### src/rtl/alu_seq16.sv
// alu_seq16: operand sequencer and flag register in front of an 8-bit ALU.
// Accepts 8/16-bit requests, runs one or two byte passes through the ALU with
// the carry chained between passes, and holds the result and flag byte.
module alu_seq16 (
    input  logic        clk,
    input  logic        reset,
    input  logic        in_valid,
    output logic        in_ready,
    input  logic        in_is16,
    input  logic [3:0]  in_f,
    input  logic [15:0] in_a,
    input  logic [15:0] in_b,
    input  logic        ld_flags,
    input  logic [7:0]  flags_in,
    output logic        out_valid,
    input  logic        out_ready,
    output logic [15:0] out_d,
    output logic        out_err,
    output logic [7:0]  flags,
    output logic [7:0]  alu_a,
    output logic [7:0]  alu_b,
    output logic        alu_cin,
    output logic [3:0]  alu_f,
    input  logic [7:0]  alu_d,
    input  logic        alu_s,
    input  logic        alu_z,
    input  logic        alu_h,
    input  logic        alu_pv,
    input  logic        alu_n,
    input  logic        alu_c
);

    localparam logic [3:0] F_MOV  = 4'd0;
    localparam logic [3:0] F_INC  = 4'd1;
    localparam logic [3:0] F_INCC = 4'd2;
    localparam logic [3:0] F_DEC  = 4'd3;
    localparam logic [3:0] F_DECC = 4'd4;
    localparam logic [3:0] F_ADD  = 4'd5;
    localparam logic [3:0] F_ADC  = 4'd6;
    localparam logic [3:0] F_SUB  = 4'd7;
    localparam logic [3:0] F_SBC  = 4'd8;
    localparam logic [3:0] F_RR   = 4'd12;
    localparam logic [3:0] F_RRC  = 4'd14;
    localparam logic [3:0] F_RLC  = 4'd15;

    // Flag byte layout {S,Z,0,H,0,PV,N,C}; bits 5 and 3 never stored as 1.
    localparam logic [7:0] FLAG_MASK = 8'hD7;

    typedef enum logic [1:0] {IDLE, P1, P2, DONE} state_t;

    state_t      state;
    logic        is16_q;
    logic [3:0]  f_q;
    logic [15:0] a_q;
    logic [15:0] b_q;
    logic        cin_q;

    // First-pass results kept for the second pass and the final flag merge.
    logic [7:0]  t_d;
    logic        t_c;
    logic        t_z;
    logic        t_s;
    logic        t_h;
    logic        t_pv;
    logic        t_n;

    logic        hi_first;
    logic [3:0]  f_p2;

    // 16-bit RR shifts right, so the carry must travel from the high byte down.
    assign hi_first  = is16_q && (f_q == F_RR);
    assign in_ready  = (state == IDLE);
    assign out_valid = (state == DONE);

    // Second pass switches plain ops to their carry-chained variants.
    always_comb begin
        f_p2 = f_q;
        case (f_q)
            F_ADD:   f_p2 = F_ADC;
            F_INC:   f_p2 = F_INCC;
            F_DEC:   f_p2 = F_DECC;
            F_SUB:   f_p2 = F_SBC;
            default: f_p2 = f_q;
        endcase
    end

    // ALU operand/function drive, idle values outside the two pass states.
    always_comb begin
        alu_a   = '0;
        alu_b   = '0;
        alu_cin = 1'b0;
        alu_f   = F_MOV;
        case (state)
            P1: begin
                alu_a   = hi_first ? a_q[15:8] : a_q[7:0];
                alu_b   = hi_first ? b_q[15:8] : b_q[7:0];
                alu_cin = cin_q;
                alu_f   = f_q;
            end
            P2: begin
                alu_a   = hi_first ? a_q[7:0] : a_q[15:8];
                alu_b   = hi_first ? b_q[7:0] : b_q[15:8];
                alu_cin = t_c;
                alu_f   = f_p2;
            end
            default: ;
        endcase
    end

    // Sequencer FSM with request latch, pass capture, result and flag registers.
    always_ff @(posedge clk) begin
        if (reset) begin
            state   <= IDLE;
            is16_q  <= 1'b0;
            f_q     <= '0;
            a_q     <= '0;
            b_q     <= '0;
            cin_q   <= 1'b0;
            t_d     <= '0;
            t_c     <= 1'b0;
            t_z     <= 1'b0;
            t_s     <= 1'b0;
            t_h     <= 1'b0;
            t_pv    <= 1'b0;
            t_n     <= 1'b0;
            out_d   <= '0;
            out_err <= 1'b0;
            flags   <= '0;
        end else begin
            case (state)
                IDLE: begin
                    if (ld_flags)
                        flags <= flags_in & FLAG_MASK;
                    if (in_valid) begin
                        is16_q <= in_is16;
                        f_q    <= in_f;
                        a_q    <= in_a;
                        b_q    <= in_b;
                        cin_q  <= ld_flags ? flags_in[0] : flags[0];
                        if (in_is16 && ((in_f == F_RRC) || (in_f == F_RLC))) begin
                            out_d   <= in_a;
                            out_err <= 1'b1;
                            state   <= DONE;
                        end else begin
                            out_err <= 1'b0;
                            state   <= P1;
                        end
                    end
                end
                P1: begin
                    t_d  <= alu_d;
                    t_c  <= alu_c;
                    t_z  <= alu_z;
                    t_s  <= alu_s;
                    t_h  <= alu_h;
                    t_pv <= alu_pv;
                    t_n  <= alu_n;
                    if (!is16_q) begin
                        out_d <= {8'h00, alu_d};
                        flags <= {alu_s, alu_z, 1'b0, alu_h, 1'b0, alu_pv, alu_n, alu_c};
                        state <= DONE;
                    end else begin
                        state <= P2;
                    end
                end
                P2: begin
                    // S/H/PV/N come from whichever pass handled the high byte.
                    if (hi_first) begin
                        out_d <= {t_d, alu_d};
                        flags <= {t_s, t_z & alu_z, 1'b0, t_h, 1'b0, t_pv, t_n, alu_c};
                    end else begin
                        out_d <= {alu_d, t_d};
                        flags <= {alu_s, t_z & alu_z, 1'b0, alu_h, 1'b0, alu_pv, alu_n, alu_c};
                    end
                    state <= DONE;
                end
                DONE: begin
                    if (out_ready)
                        state <= IDLE;
                end
                default: state <= IDLE;
            endcase
        end
    end

endmodule

### config.mk
export PLATFORM = sky130hd
export DESIGN_NAME = alu_seq16
export DESIGN_NICKNAME = d
export VERILOG_FILES = /design/src/rtl/alu_seq16.sv
export SDC_FILE = /design/constraint.sdc
export NUM_CORES = 1
export LEC_CHECK = 0
export BUFFER_PORTS_ARGS = -buffer_cell sky130_fd_sc_hd__buf_4
export CAP_MARGIN = 10
export CORE_UTILIZATION = 40
export DETAILED_ROUTE_END_ITERATION = 12
export PLACE_DENSITY_LB_ADDON = 0.12
export SYNTH_ARGS = -nofsm -noshare
export SYNTH_HDL_FRONTEND = slang
export SYNTH_SLANG_ARGS = --single-unit
### constraint.sdc
create_clock -name clk -period 1.7 [get_ports clk]
set_input_delay 0.17 -clock clk [delete_from_list [all_inputs] [get_ports clk]]
set_output_delay 0.17 -clock clk [all_outputs]
set_load 0.02 [all_outputs]
# Word-level counts from Yosys, hierarchy flattened
# Index checks and enable logic that the tools add are counted.
[op_classes]
n_eq_ne = 15
muxes = 25
bitwise_logic = 1
n_reduce_logical = 9
[ops]
columns = ["cell", "n"]
rows = [
  ["$mux 16", 4],
  ["$mux 8", 7],
  ["$pmux 16 s3", 1],
  ["$pmux 8 s2", 2],
  ["$pmux 8 s3", 1],
  ["$pmux 4 s4", 1],
  ["$eq 4x4->1 const B", 3],
  ["$eq 4x3->1 const B", 2],
  ["$pmux 2 s4", 1],
  ["$pmux 4 s2", 1],
  ["$mux 2", 3],
  ["$ne 2x1->1 const B", 3],
  ["$eq 2x2->1 const B", 2],
  ["$eq 4x1->1 const B", 1],
  ["$eq 4x2->1 const B", 1],
  ["$ne 2x2->1 const B", 2],
  ["$reduce_and 2->1", 2],
  ["$reduce_and 4->1", 1],
  ["$mux 1", 3],
  ["$reduce_and 3->1", 1],
  ["$reduce_bool 3->1", 1],
  ["$eq 2x1->1 const B", 1],
  ["$logic_and 1x1->1", 2],
  ["$logic_not 2->1", 1],
  ["other kinds (3)", 3],
]
[totals]
register_bits = 79
elab_cells = 66

# Depth between registers and ports, before layout
[depth]
ltp_word = 6
mapped_depth = 8
mapped_depth_nobuf = 6

# Least setup slack after synthesis
# OpenSTA, ideal clock, no wires.
[synth_timing]
path_type = "flip-flop to output port"
start = "register state[1]"
end = "output alu_b[7]"
arrival_ns = 1.753
t_required_ns = 1.530
setup_slack_ns = -0.223
path_stages_with_launch = 7
path_buffers = 2
cell_sequence = "dfxtp_1 -> inv_1 -> ha_1 -> buf_6 -> inv_6 -> clkbuf_1 -> o32ai_1"
[synth_via]
elab_chain_len = 2
word_cells_on_any_way = 3
classes_between = "eq/ne: 2; mux: 1"
[synth_rtl]
columns = ["element", "line", "rtl"]
rows = [
  ["from (decl)", "51", "state_t state;"],
  ["from (signal assigned)", "113", "state <= IDLE;"],
  ["from (signal assigned)", "143", "state <= DONE;"],
  ["from (signal assigned)", "146", "state <= P1;"],
  ["$eq 2x2->1 / $eq 2x1->1 (equally long branches)", "93", "case (state)"],
  ["$pmux 8 s2 (*)", "93", ""],
  ["to (decl)", "21", "output logic [7:0] alu_b,"],
]
# Mark *: on every way between the ends. The rest lies on a longest branch, timed or not.

# Worst setup path after layout
[layout_timing]
start = "register state[0]"
end = "output alu_a[0]"
[layout_via]
elab_chain_len = 2
word_cells_on_any_way = 3
classes_between = "eq/ne: 2; mux: 1"
[layout_rtl]
columns = ["element", "line", "rtl"]
rows = [
  ["$eq 2x2->1 / $eq 2x1->1 (equally long branches)", "93", ""],
  ["$pmux 8 s2 (*)", "93", ""],
  ["to (decl)", "20", "output logic [7:0] alu_a,"],
]
# Marked as above.

==> impl_metrics.yaml <==
setup_path:
  reg2reg_from: "state[0]"
  reg2reg_depth: 10
  critPathKind: "flop to output port"
  crit_fanout: 7
  cp-start-kind: "flop"
  critPathCaptureType: "output port"
  r2r_end: "out_d[5]"
  worstPathRequired_ns: 1.53
  worstPathArrival_ns: 1.84
  rrSetupSlack_ns: -0.17
final_layout:
  stdcell_count: 714
  nFillCells: 821
  antenna_cells: 0
  post-route-util: 0.6246
  multi_input_area_sq_mm: 0.002402
  regArea_sq_mm: 0.001554
  area_delta_synth_final_pct: 49.06
  nNetsFinal: 649
  drive_above_1_share: 0.4410
cts:
  cts-root-buf: "clkbuf_8"
  clockBufferDepth: 2
  clkSinkCount: 77
  cts_buffers: 9
  h-tree-depth: 3
  tritoncts: "done"
  clk_latency_ns: 0.36
  clk_pin_slew_ns: 0.09
drt:
  route.vias.total: 3803
  drc: 0
  wl_per_cell_microns: 17.19
  vias_per_cell: 5.326
  first_iter_violations: 134
  drt_pass1_iterations: 4
  ant_nets: 0
  wirelength_mm: 12.28
timing:
  min_period_over_period: 1.185
  rsz0062_at_grt: "true"
  hold_violations: 0
  fin_crit_ns: 2.015
  slew_viol_final: 0
  setup_viol: 41
  fmax_ghz: 0.4963
  fin_tns_setup_ns: -7.293
  skew_ns: 0.009108
  finalWorstSetupSlack_ns: -0.3149
die:
  io_pins: 112
  core_sq_mm: 0.009415
  die_area_sq_mm: 0.01026
  die_y_microns: 101.3
  die_w_microns: 101.3
  start_util: 0.4190
  rows: 35
hold_path:
  worstHoldStart: "in_b[11]"
  hold_end: "b_q[11]"
  hp-class: "input pin to flop"
  whs_path_depth: 3
placed_design:
  port-buffer-count: 107
  gp_congestion: 0.7769
  placed_cells: 677
  dp_slack_ns: -0.09961
  hpwlAfterDp_mm: 7.988
power_and_ir_drop:
  seqPwrFrac: 0.254
  swShare: 0.4213
  power.leakage_uw: 0.002456
  clkPwrFrac: 0.143
  p_int_uw: 6005
  peakVddDrop_v: 0.0008776
  fin_total_pwr_uw: 10380
  pwr-share-comb: 0.604
  p_sw_uw: 4372
  p_per_area_mw_per_mm2: 1765
synth:
  asyncSetResetFlopFracSynth: 0
  synth_edf_count: 0
  ys.flop_type: "dfxtp_1"
  synth-seq-cells: 77
  netlist_area_sq_mm: 0.003945
  ys_seq_area_frac: 0.3907
  syn_inst: 442
  yosysWarnings: 0
  avgSynthCellArea_sq_um: 8.925
  synth.distinct_cells: 53
global_route:
  antenna_found_initial: 0
  overflow: 0
  grt_pass1_wl_mm: 19.26
  grt_pass1_vias: 3826
  grt_max_degree: 41
  grt_usage: 0.2449
run:
  cap_violations: 0
status:
  violations: "setup timing"
  status: "finished, violations left"
worst max-delay path by stage:
stage | start | to | slack [ns] | cells after the start
global placement | state[1] | alu_b[6] | -0.05 | 7
global route | f_q[1] | alu_a[3] | -0.37 | 5
detailed placement | state[1] | alu_a[5] | -0.1 | 7
CTS | state[0] | alu_a[0] | -0.33 | 7
floorplan | state[1] | alu_a[1] | -0.08 | 8
finish | state[0] | alu_a[0] | -0.31 | 7
cell usage in the layout, fill, tap and decap left out, drive strengths merged, types with 3 or more instances in the layout:
| cell type | count |
|---|---|
| nand3 | 8 |
| dfxtp | 77 |
| o21a | 5 |
| nand2 | 81 |
| buf | 162 |
| nor2 | 41 |
| a22o | 15 |
| mux2i | 20 |
| and2 | 4 |
| ha | 5 |
| a21oi | 58 |
| a221oi | 13 |
| a31oi | 9 |
| clkinv | 3 |
| o21ai | 3 |
| o41ai | 12 |
| a211oi | 11 |
| nand3b | 13 |
| inv | 11 |
| clkbuf | 9 |
cell families (layout without fill, tap and decap cells):
kind of cell             after synthesis  in the layout  share of synthesized area
AND/OR/NAND/NOR                      156            156                     0.1773
AO/OA/AOI/OAI                        136            138                     0.2924
adder cells (fa/ha/maj)                5              5                    0.01586
flip-flops                            77             77                     0.3907
buffers and inverters                 47            187                    0.07199
other                                  1              2                  0.0009506
multiplexers                          20             20                    0.05074
registers in the layout (all words and copies together) (netlist names), 2 cells and up:
| register | cells |
|---|---|
| a_q | 16 |
| b_q | 16 |
| f_q | 4 |
| flags | 6 |
| out_d | 16 |
| state | 2 |
| t_d | 8 |
stage by stage:
stage	cell area, sq um	hold slack [ns]
2_1_floorplan	3979	0.3060
3_3_place_gp	5084	0.4159
3_5_place_dp	5084	0.4301
4_1_cts	5733	0.03285
5_1_grt	5881	0.04206
6_report	5881	0.05125
synthesized netlist by cell type, types with 2 or more instances:
cell type   n  area (sq um)
buf_6       9         101.4
buf_4       2         15.01
o2bb2ai_1   2         17.52
a21oi_1    58         290.3
a221oi_2   12         180.2
a22o_1     14         122.6
buf_2       2         10.01
clkbuf_1   22         82.58
clkinv_1    2         7.510
buf_1       2         7.510
nand3_1     8         40.04
mux2i_1    20         200.2
nor2_1     40         150.1
a211oi_1   11         82.58
nor2b_1     2         12.51
o21a_4      2         30.03
o21ai_1     2         10.01
inv_1       4         15.01
ha_1        5         62.56
a31oi_1     8         50.05
o41ai_2    12         195.2
dfxtp_1    77          1541
nand2_1    81         304.0
nand3b_1   13         97.59
and2_1      3         18.77
nor3_1      2         10.01
area by class of cell:
class,instances,share of cell area
multi-input cells,321,0.4085
clock buffers,9,0.02106
inverters,8,0.007660
repair buffers,163,0.2572
well taps,129,0.02745
clock inverters,7,0.01383
flip-flops and latches,77,0.2643
worst max-delay path: stages, from the launching register on:
cell	delay [ns]
dfxtp_2	0.35
inv_2	0.06
ha_4	0.16
and2_4	0.16
and2_4	0.15
o21a_4	0.24
a22o_4	0.26
buf_6	0.13
timing repair:
action / in CTS / in global routing
hold buffers: 0 / 0
cloned: 5 / 0
setup endpoints to repair: 41 / 39
buffers inserted: 13 / 4
pin swaps: 38 / 13
resized for setup: 62 / 26
layer usage:
metal / global-route usage / part of all wire / up-vias / wire length, microns
met1: 0.3054 / 0.45 / 1811 / 5472
li1: - / - / 1860 / -
met3: 0.04900 / 0.046 / 18 / 570
met2: 0.4207 / 0.49 / 114 / 5996
met5: 0 / 0 / - / 0
met4: 0.08473 / 0.019 / 0 / 236
power groups by stage:
stage	registers [uW]	logic, uW	clock network, uW
2_1_floorplan	2830	2880	0
3_3_place_gp	2610	4920	0
3_5_place_dp	2630	4970	0
4_1_cts	2610	5940	1510
5_1_grt	2690	6660	1580
6_report	2630	6270	1480
Power figures use the tool's default switching activity.
